--- src/rtl/pc_gen_pkg.sv ---
// Shared types for the program-counter generator: FSM states, pending-redirect source
// and the instruction-alignment mask.
package pc_gen_pkg;

  typedef enum logic [1:0] {BOOT, RUN, STALL, HALT} pc_state_t;

  typedef enum logic [1:0] {SRC_NONE, SRC_BRANCH, SRC_TRAP} redir_src_t;

  localparam logic [1:0] PC_ALIGN_MASK = 2'b11;

endpackage

--- src/rtl/pc_redirect_hold.sv ---
// Pending-redirect register: holds one redirect captured while the PC cannot advance.
// A trap beats a branch, and a newer branch replaces an older branch.
module pc_redirect_hold
  import pc_gen_pkg::*;
#(
  parameter int unsigned XLEN = 32
) (
  input  logic            clk,
  input  logic            rst,
  input  logic            capture,
  input  logic            trap_valid,
  input  logic [XLEN-1:0] trap_addr,
  input  logic            br_valid,
  input  logic [XLEN-1:0] br_addr,
  input  logic            apply,
  output logic            pend_valid,
  output logic [XLEN-1:0] pend_addr
);

  redir_src_t src;

  always_ff @(posedge clk or negedge rst) begin
    if (!rst) begin
      src       <= SRC_NONE;
      pend_addr <= '0;
    end else if (apply) begin
      // Any advancing edge consumes or discards the held redirect.
      src <= SRC_NONE;
    end else if (capture) begin
      if (trap_valid) begin
        src       <= SRC_TRAP;
        pend_addr <= trap_addr;
      end else if (br_valid && (src != SRC_TRAP)) begin
        src       <= SRC_BRANCH;
        pend_addr <= br_addr;
      end
    end
  end

  assign pend_valid = (src != SRC_NONE);

endmodule

--- src/rtl/pc_gen.sv ---
// Program-counter generator feeding the instruction fetcher: sequential advance, stall hold,
// halt/resume and branch/trap redirects. Optional macro PC_MISALIGN_CHK_EN drops misaligned branches.
module pc_gen
  import pc_gen_pkg::*;
#(
  parameter int unsigned     XLEN     = 32,
  parameter logic [XLEN-1:0] RESET_PC = '0,
  parameter int unsigned     PC_INCR  = 4
) (
  input  logic            clk,
  input  logic            rst,
  input  logic            stall_i,
  input  logic            halt_i,
  input  logic            resume_i,
  input  logic            redir_valid_i,
  input  logic [XLEN-1:0] redir_target_i,
  input  logic            trap_valid_i,
  input  logic [XLEN-1:0] trap_vec_i,
  output logic [XLEN-1:0] pc_o,
  output logic            pc_en_o,
  output logic            pend_o,
  output logic            halted_o
`ifdef PC_MISALIGN_CHK_EN
  ,
  output logic            misalign_o,
  output logic [XLEN-1:0] misalign_addr_o
`endif
);

  pc_state_t       state;
  logic [XLEN-1:0] br_addr;
  logic [XLEN-1:0] tr_addr;
  logic [XLEN-1:0] pend_addr;
  logic            br_valid;
  logic            pend_valid;

  assign br_addr = {redir_target_i[XLEN-1:2], redir_target_i[1:0] & ~PC_ALIGN_MASK};
  assign tr_addr = {trap_vec_i[XLEN-1:2], trap_vec_i[1:0] & ~PC_ALIGN_MASK};

`ifdef PC_MISALIGN_CHK_EN
  logic br_misaligned;

  assign br_misaligned = |(redir_target_i[1:0] & PC_ALIGN_MASK);
  assign br_valid      = redir_valid_i && !br_misaligned;

  always_ff @(posedge clk or negedge rst) begin
    if (!rst) begin
      misalign_o      <= 1'b0;
      misalign_addr_o <= '0;
    end else begin
      misalign_o <= redir_valid_i && br_misaligned;
      if (redir_valid_i && br_misaligned) misalign_addr_o <= redir_target_i;
    end
  end
`else
  assign br_valid = redir_valid_i;
`endif

  assign pc_en_o = (state == RUN) && !stall_i && !halt_i;

  always_ff @(posedge clk or negedge rst) begin
    if (!rst) begin
      pc_o <= RESET_PC;
    end else if (pc_en_o) begin
      if (trap_valid_i)    pc_o <= tr_addr;
      else if (br_valid)   pc_o <= br_addr;
      else if (pend_valid) pc_o <= pend_addr;
      else                 pc_o <= pc_o + XLEN'(PC_INCR);
    end
  end

  always_ff @(posedge clk or negedge rst) begin
    if (!rst) begin
      state    <= BOOT;
      halted_o <= 1'b0;
    end else begin
      case (state)
        BOOT: state <= RUN;
        RUN, STALL: begin
          if (halt_i) begin
            state    <= HALT;
            halted_o <= 1'b1;
          end else begin
            state <= stall_i ? STALL : RUN;
          end
        end
        HALT: begin
          if (resume_i && !halt_i) begin
            state    <= RUN;
            halted_o <= 1'b0;
          end
        end
        default: begin
          state    <= BOOT;
          halted_o <= 1'b0;
        end
      endcase
    end
  end

  pc_redirect_hold #(
    .XLEN(XLEN)
  ) u_hold (
    .clk       (clk),
    .rst       (rst),
    .capture   (!pc_en_o),
    .trap_valid(trap_valid_i),
    .trap_addr (tr_addr),
    .br_valid  (br_valid),
    .br_addr   (br_addr),
    .apply     (pc_en_o),
    .pend_valid(pend_valid),
    .pend_addr (pend_addr)
  );

  assign pend_o = pend_valid;

endmodule

--- config.mk ---
export PLATFORM = sky130hd
export DESIGN_NAME = pc_gen
export DESIGN_NICKNAME = d
export VERILOG_FILES = /design/src/rtl/pc_gen_pkg.sv /design/src/rtl/pc_redirect_hold.sv /design/src/rtl/pc_gen.sv
export SDC_FILE = /design/constraint.sdc
export NUM_CORES = 1
export LEC_CHECK = 0
export ABC_AREA = 1
export CAP_MARGIN = 20
export CORE_MARGIN = 2
export CORE_UTILIZATION = 54
export CTS_BUF_LIST = sky130_fd_sc_hd__clkbuf_16
export DETAILED_ROUTE_END_ITERATION = 8
export GPL_TIMING_DRIVEN = 0
export PLACE_DENSITY = 0.95
export SLEW_MARGIN = 20
export SYNTH_ARGS = -nofsm -noshare
export SYNTH_HDL_FRONTEND = slang
export SYNTH_SLANG_ARGS = --single-unit
--- constraint.sdc ---
create_clock -name clk -period 2.9 [get_ports clk]
set_input_delay 0.58 -clock clk [delete_from_list [all_inputs] [get_ports clk]]
set_output_delay 0.58 -clock clk [all_outputs]
set_load 0.01 [all_outputs]
==> results of run 1 <==
[layer usage]
layer | wire length [µm] | vias up | global-route usage | part of all wire
li1 | - | 2328 | - | -
met1 | 5517 | 2311 | 0.4161 | 0.38
met2 | 6994 | 371 | 0.5655 | 0.48
met3 | 1489 | 50 | 0.09149 | 0.10
met4 | 444 | 0 | 0.1498 | 0.031
met5 | 0 | - | 0 | 0
[power groups by stage]
stage / clock [µW] / sequential [µW] / combinational [µW]
after floorplan: 0 / 1690 / 1410
after global placement: 0 / 1700 / 2330
after detailed placement: 0 / 1720 / 2420
after CTS: 1090 / 1710 / 2450
after global routing: 1130 / 1770 / 2720
final: 1090 / 1730 / 2480
[cell usage after synthesis]
cell type / count
ha_1: 3
o21ai_1: 1
nand3_1: 34
xnor2_1: 2
nor3_1: 1
nor2_8: 1
nand2_2: 6
o21ai_0: 34
inv_1: 43
a21oi_1: 48
conb_1: 1
buf_1: 2
buf_2: 16
inv_2: 2
nand2_4: 2
buf_4: 5
a22o_1: 1
xor2_1: 4
a21boi_0: 10
a21oi_2: 6
buf_6: 1
and2_1: 2
clkbuf_1: 8
nor2_2: 7
nand2_1: 157
a211oi_1: 1
a31oi_1: 19
a311oi_1: 1
nor2_4: 7
o31ai_1: 1
a22oi_1: 9
nor2_1: 152
dfrtp_1: 65
[layout make-up]
| cell class | instances | area (µm²) | area share |
|---|---|---|---|
| well taps | 102 | 127.6 | 0.02202 |
| plain buffers | 31 | 161.4 | 0.02785 |
| flip-flops and latches | 65 | 1627 | 0.2807 |
| multi-input cells | 511 | 2410 | 0.4158 |
| inverters | 45 | 168.9 | 0.02915 |
| clock inverters | 7 | 70.07 | 0.01209 |
| clock buffers | 9 | 225.2 | 0.03886 |
| repair buffers | 99 | 1006 | 0.1736 |
[how the worst max path moves through the flow]
| stage | cells after the start | endpoint | slack, ps | from |
|---|---|---|---|---|
| finish | 5 | pc_en_o | 100 | halt_i |
| global route | 5 | pc_en_o | 5 | halt_i |
| CTS | 5 | pc_en_o | 100 | halt_i |
| detailed placement | 6 | pc_en_o | -30 | halt_i |
| global placement | 1 | pc_o[23] | -870 | rst |
| floorplan | 4 | pc_en_o | 1210 | halt_i |
[cells by family (layout without fill, tap and decap cells)]
kind of cell | after synthesis | after routing | synth area share
adder cells (fa/ha/maj) | 3 | 3 | 0.008594
buffers and inverters | 77 | 191 | 0.07677
AO/OA/AOI/OAI | 131 | 131 | 0.1744
AND/OR/NAND/NOR | 369 | 369 | 0.3549
XOR/XNOR | 6 | 6 | 0.01203
flip-flops | 65 | 65 | 0.3724
other | 1 | 2 | 0.0008585
[through the flow]
stage	cells	hold slack, ps
6_report	869	130.3
5_1_grt	869	144.0
4_1_cts	869	132.3
3_5_place_dp	854	485.3
3_3_place_gp	853	495.9
2_1_floorplan	653	284.4
[registers in the layout (all words and copies together), names as in the netlist]
signal,flops
state,2
u_hold.pend_addr,30
pc_o,30
halted_o,1
u_hold.src,2
[critical path, delay by kind of cell]
| family | cells | cell delay (ps) |
|---|---|---|
| simple gates | 2 | 270 |
| buf+inv | 3 | 1370 |
==> run metrics, run 1 <==
Initial Util=0.5623; Yosys top cell by area=dfrtp_1; post-route worst setup slack=approximately 97 ps; register bit count reported by yosys=between 60 and 70; Mapped Cells=652; TNS Setup=0 ps; Worst Path Arrival=approximately 2200 ps; die height=around 94 µm; power share of the combinational group=0.468; # IOs=around 110; Rows=32; Die Area=around 9000 µm²; Nets=between 800 and 900; Final Slew Violations=0; antenna violations before repair=0; Post-Syn Area=about 4400 µm²; RSZ-0062 raised after global routing=false; number of port buffers=98; CTS tree=done; maximum vdd drop=about 0.00052 V; max_cap viols=0; Design Area, Final=5796 µm²; ranking of synthesized cells by area=dfrtp_1, nand2_1, nor2_1; GP Congestion=roughly 0.93; outcome=completed; total power=5305 µW; drt drc=0; Tightest Pin Transition=roughly 670 ps; Net Sw Frac=0.4358; max frequency=0.3568 GHz; Relative slew margins=0.5535; CP endpoint kind=output port; Power Density=915.4 nW/µm²; net switching power=approximately 2300 µW; total track usage=0.3410; Seq/Total Area, Yosys=0.3724; Starting DRT DRC Count=568; Post-CTS Resized=0; Clock Sinks=between 60 and 70; CTS H-tree lvls=3; area post-placement=about 5500 µm²; ANT cells=0; period utilisation layout=0.9665; Clock Pin Slew Worst Setup and Hold Paths=around 60 ps; Post-Syn Area per Cell=6.699 µm²; WP data required=roughly 2300 ps; Worst-Skew Late Latency=~330 ps; clock power share=0.206; CP dominant cell by count=clkdlybuf4s50_1; CP Launch Type=input pin; vias per std cell=between 5 and 6; setup violators final=0; Clock Root Buffer=clkbuf_16; share of cells above drive strength 1=0.08996; Reg2Reg Setup Slack=around 1100 ps; Inserted Clock Buffers=9; Lkg Pwr=0.002617 µW; HP Class=input pin to asynchronous set/reset pin; first-pass GRT wire length=between 20000 and 25000 µm; CORE AREA=7767 µm²; Crit Path Max Fanout=18; fin util=0.7461; worst setup path class=input pin to output port; filler cell count=a little under 600; Slowest-stage cell, CP=clkdlybuf4s50_1; setup slack at placement=-32.32 ps; CP cell instances=clkdlybuf4s50_1 > nor2_1 > nand2_1 > inv_2 > clkdlybuf4s50_1; GR Overflow Total=0; synthesis-to-finish area growth=32.68%; Reg2Reg Depth=6; hold buffer count at CTS=0; Internal=around 3000 µW; Synth top area share=0.3724; commonest non-fill, non-tap cell in the layout=nand2_1; worst r2r src=state[0]; Ys Warns=0; Routed WL=14450 µm; post-DR wirelength/cell=between 15 and 20 µm; largest net degree at the start of global routing=48; most frequent cells in the layout=nand2_1, nor2_1, clkdlybuf4s50_1; number of global-route vias before repair=around 5000; count of cell types in the netlist=33; sequential share of power=0.326; Die W=between 90 and 100 µm; Pre-antenna DRT Iters=5; R2R Path End=pc_o[18]; final hold violation count=0; via count=5060; hpwl dp=10430 µm; Max stage delay on crit path=620 ps; deepest clock path buffer count=2; Post-DRT Antenna Nets=0; Post-CTS Repair Setup Buffers=0; fin crit period=2803 ps; final setup skew=roughly 4.7 ps
No activity file was read; power rests on OpenSTA's default activity.
==> run 2: changes to the inputs <==
- CORE_UTILIZATION: 54 -> 40
- PLACE_DENSITY: 0.95 -> 0.78
- SLEW_MARGIN: 20 -> default
==> run 2 against run 1 <==
Against the previous run:
- clock skew up 1.9 ps
- via count down 7.6%
- sequential share of layout area unchanged
- setup slack improved by 16 ps
- critical path type unchanged
- largest cell class unchanged
==> run metrics, run 2 (synthesis gave the netlist of run 1 again) <==
share of cells above drive strength 1=0.08508; deepest clock path buffer count=2; period utilisation layout=0.9608; via count=4674; hpwl dp=approximately 10000 µm; vias per std cell=around 5.2; Clock Root Buffer=clkbuf_16; largest net degree at the start of global routing=66; Rows=38; sequential share of power=0.331; # IOs=roughly 110; Final Slew Violations=0; Relative slew margins=0.4374; Lkg Pwr=around 0.0026 µW; outcome=completed; Routed WL=roughly 14000 µm; worst setup path class=input pin to output port; Worst Path Arrival=~2200 ps; top flop regs=pc_o: 30 flops, u_hold.pend_addr: 30 flops; most frequent cells in the layout=nand2_1, nor2_1, clkdlybuf4s50_1; synthesis-to-finish area growth=32.68%; maximum vdd drop=0.0004023 V; Post-DRT Antenna Nets=0; number of port buffers=98; Post-CTS Repair Setup Buffers=0; Clock Pin Slew Worst Setup and Hold Paths=approximately 60 ps; final setup skew=roughly 6.6 ps; Net Sw Frac=0.4249; Pre-antenna DRT Iters=5; CTS tree=done; worst hold slack=around 340 ps; final cell count without fillers=about 900; RSZ-0062 raised after global routing=false; Worst-Skew Late Latency=330 ps; CP endpoint kind=output port; GR Overflow Total=0; net switching power=2195 µW; Inserted Clock Buffers=9; first-pass GRT wire length=approximately 22000 µm; drt drc=0; placed cells=891; Initial Util=0.4065; power share of the combinational group=0.466; die height=roughly 110 µm; hold buffer count at CTS=0; Internal=2971 µW; Die Area=11770 µm²; max_cap viols=0; GP Congestion=approximately 0.9; antenna violations before repair=0; WP data required=between 2000 and 2500 ps; clock power share=0.202; commonest non-fill, non-tap cell in the layout=nand2_1; CTS H-tree lvls=3; setup violators final=0; max frequency=~0.36 GHz; HP Class=input pin to asynchronous set/reset pin; Power Density=between 800 and 900 nW/µm²; fin crit period=about 2800 ps; Post-CTS Resized=0; Nets=~840; final hold violation count=0; Starting DRT DRC Count=approximately 320; Clock Sinks=65; post-DR wirelength/cell=between 15 and 20 µm; CORE AREA=between 10000 and 15000 µm²; number of global-route vias before repair=around 4400; Tightest Pin Transition=844.0 ps; ANT cells=0; CP Launch Type=input pin; Die W=108.5 µm; total track usage=0.2395; Crit Path Max Fanout=18
[run 2: final cells by class]
| class | instances | area [µm²] |
|---|---|---|
| fillers | 1055 | 4950 |
| multi-input cells | 511 | 2410 |
| flip-flops and latches | 65 | 1627 |
| repair buffers | 98 | 978.4 |
| clock buffers | 9 | 225.2 |
| well taps | 140 | 175.2 |
| inverters | 45 | 168.9 |
| plain buffers | 31 | 161.4 |
| clock inverters | 5 | 50.05 |
[run 2: per-stage QoR]
step / cell area [µm²] / TNS [ps] / total power [µW] / worst slack, ps / utilization
after floorplan: 4372 / 0 / 3099 / 1213 / -
after global placement: 5528 / -63060 / 4067 / -974.5 / 0.5144
after detailed placement: 5525 / -48.55 / 4104 / -48.55 / 0.5142
after CTS: 5796 / 0 / 5150 / 93.83 / 0.5394
after global routing: 5796 / 0 / 5515 / 23.38 / 0.5394
final: 5796 / 0 / 5166 / 113.6 / 0.5394
[run 2: worst paths after layout]
check / end / slack [ps] / from / cells after the start
worst max-delay path: pc_en_o / 110 / halt_i / 5
worst min-delay path: halted_o / 340 / rst / 1
worst max register to register: pc_o[18] / 1100 / state[0] / 6
worst min register to register: state[1] / 510 / state[1] / 2
max in group asynchronous: pc_o[22] / 2000 / rst / 1
min in group clk: state[1] / 510 / state[1] / 2
[run 2: worst max-delay path, stage by stage]
cell,delay (ps)
clkdlybuf4s50_1,440
nor2_1,180
nand2_1,100
inv_2,290
clkdlybuf4s50_1,610
[run 2: power by group through the flow]
stage | Clock [µW] | Sequential [µW] | Combinational, µW
3_3_place_gp | 0 | 1710 | 2350
3_5_place_dp | 0 | 1720 | 2390
5_1_grt | 1080 | 1760 | 2670
2_1_floorplan | 0 | 1690 | 1410
6_report | 1050 | 1710 | 2410
4_1_cts | 1050 | 1700 | 2400
[run 2: per-layer routing]
| metal | wire length, µm | GRT usage | share of wire |
|---|---|---|---|
| met5 | 0 | 0 | 0 |
| met2 | 6426 | 0.3875 | 0.47 |
| met1 | 5853 | 0.3141 | 0.43 |
| met4 | 301 | 0.1035 | 0.022 |
| met3 | 999 | 0.04280 | 0.074 |
==> run 3: changes to the inputs <==
- clock period: 2.9 -> 3.1 ns (I/O delays scaled with it)
==> run 3 against run 2 <==
Against the previous run:
- sequential power decreased by 6%
- first-iteration DRC count grew 12%
- setup slack better by 110 ps
- clock-buffer cell count did not move
- critical path depth stayed put
- design area unchanged
- flip-flop and latch count did not move
- clock skew increased by 0.92 ps
- wire length about the same
- non-clock buffer count stayed put
- final cell count is the same
- combinational power decreased by 7%
- critical path type unchanged
- largest cell class unchanged
==> run metrics, run 3 (synthesis gave the netlist of run 1 again) <==
top flop regs=pc_o: 30 flops, u_hold.pend_addr: 30 flops; WP data required=2480 ps; Worst-Skew Late Latency=340 ps; Post-CTS Repair Setup Buffers=0; commonest non-fill, non-tap cell in the layout=nand2_1; met2 GRT Util=0.3893; share of cells above drive strength 1=0.08508; final cell count without fillers=roughly 900; GP Congestion=approximately 0.90; GR Util met1=0.3160; number of global-route vias before repair=4381; Post-DRT Antenna Nets=0; Power Density=around 840 nW/µm²; outcome=completed; final hold violation count=0; GR Overflow Total=0; Pre-antenna DRT Iters=5; Die Area=between 10000 and 15000 µm²; Die W=108.5 µm; hpwl dp=10230 µm; number of port buffers=between 90 and 100; TNS Setup=0 ps; Tightest Pin Transition=around 840 ps; deepest clock path buffer count=2; Lkg Pwr=about 0.0026 µW; Reg2Reg Depth=6; Post-CTS Resized=0; Clock Sinks=65; met3 Use GR=0.04159; largest net degree at the start of global routing=66; Rows=38; Inserted Clock Buffers=9; GRT busiest layer=met2; setup violators final=0; CP endpoint kind=output port; vias per std cell=about 5.2; # IOs=between 100 and 150; maximum vdd drop=between 0.0003 and 0.0004 V; via count=4675; ANT cells=0; CORE AREA=between 10000 and 15000 µm²; final setup skew=7.531 ps; Clock Pin Slew Worst Setup and Hold Paths=approximately 60 ps; CTS tree=done; HP Class=input pin to asynchronous set/reset pin; RSZ-0062 raised after global routing=false; first-pass GRT wire length=around 22000 µm; Worst Path Arrival=about 2300 ps; die height=about 110 µm; period utilisation layout=0.9266; Crit Path Max Fanout=18; max_cap viols=0; most frequent cells in the layout=nand2_1, nor2_1, clkdlybuf4s50_1; placed cells=891; max frequency=between 0.3 and 0.4 GHz; synthesis-to-finish area growth=32.68%; total track usage=0.2404; Starting DRT DRC Count=362; CTS H-tree lvls=3; drt drc=0; Relative slew margins=0.4385; worst setup path class=input pin to output port; post-DR wirelength/cell=roughly 15 µm; Nets=~840; fin crit period=approximately 2900 ps; Final Slew Violations=0; CP Launch Type=input pin; Routed WL=~14000 µm; antenna violations before repair=0; hold buffer count at CTS=0; Clock Root Buffer=clkbuf_16; Initial Util=0.4065
## run 3: cell counts in the layout (fill, tap and decap cells not counted)
No cell type changed its count.
## run 3: worst max-delay path, cell delays in order
cell             delay (ps)
clkdlybuf4s50_1         440
nor2_1                  180
nand2_1                 100
inv_2                   290
clkdlybuf4s50_1         610
## run 3: layout make-up
class | count | area, µm²
inverters | 45 | 168.9
flip-flops and latches | 65 | 1627
fillers | 1055 | 4950
repair buffers | 98 | 978.4
clock inverters | 5 | 50.05
clock buffers | 9 | 225.2
well taps | 140 | 175.2
plain buffers | 31 | 161.4
multi-input cells | 511 | 2410
## run 3: metrics by stage
stage / utilization / setup slack [ps] / hold WS (ps) / power (µW) / area (µm²)
after floorplan: - / 1333 / 324.4 / 2899 / 4372
after global placement: 0.5144 / -814.5 / 503.6 / 3805 / 5528
after detailed placement: 0.5142 / 71.45 / 508.1 / 3839 / 5525
after CTS: 0.5398 / 67.92 / 414.0 / 4821 / 5801
after global routing: 0.5394 / 115.4 / 443.4 / 5160 / 5796
final: 0.5394 / 227.6 / 383.6 / 4843 / 5796
## run 3: worst paths after layout
| check | from | endpoint | slack, ps |
|---|---|---|---|
| setup / recovery | halt_i | pc_en_o | 230 |
| hold / removal | rst | halted_o | 380 |
| setup reg to reg | state[0] | pc_o[18] | 1260 |
| hold reg to reg | state[1] | state[1] | 510 |
| max in group asynchronous | rst | pc_o[22] | 2160 |
| min in group clk | state[1] | state[1] | 510 |
## run 3: routing by layer
| layer | share of wire | wire [µm] |
|---|---|---|
| met3 | 0.072 | 972 |
| met1 | 0.43 | 5869 |
| met2 | 0.47 | 6386 |
| met5 | 0 | 0 |
| met4 | 0.027 | 362 |
## run 3: power by group
| group | internal [µW] | total (µW) | switching, µW |
|---|---|---|---|
| clock network | 606 | 988 | 382 |
| logic | 981 | 2250 | 1270 |
| registers | 1190 | 1600 | 409 |
| total | 2780 | 4840 | 2060 |
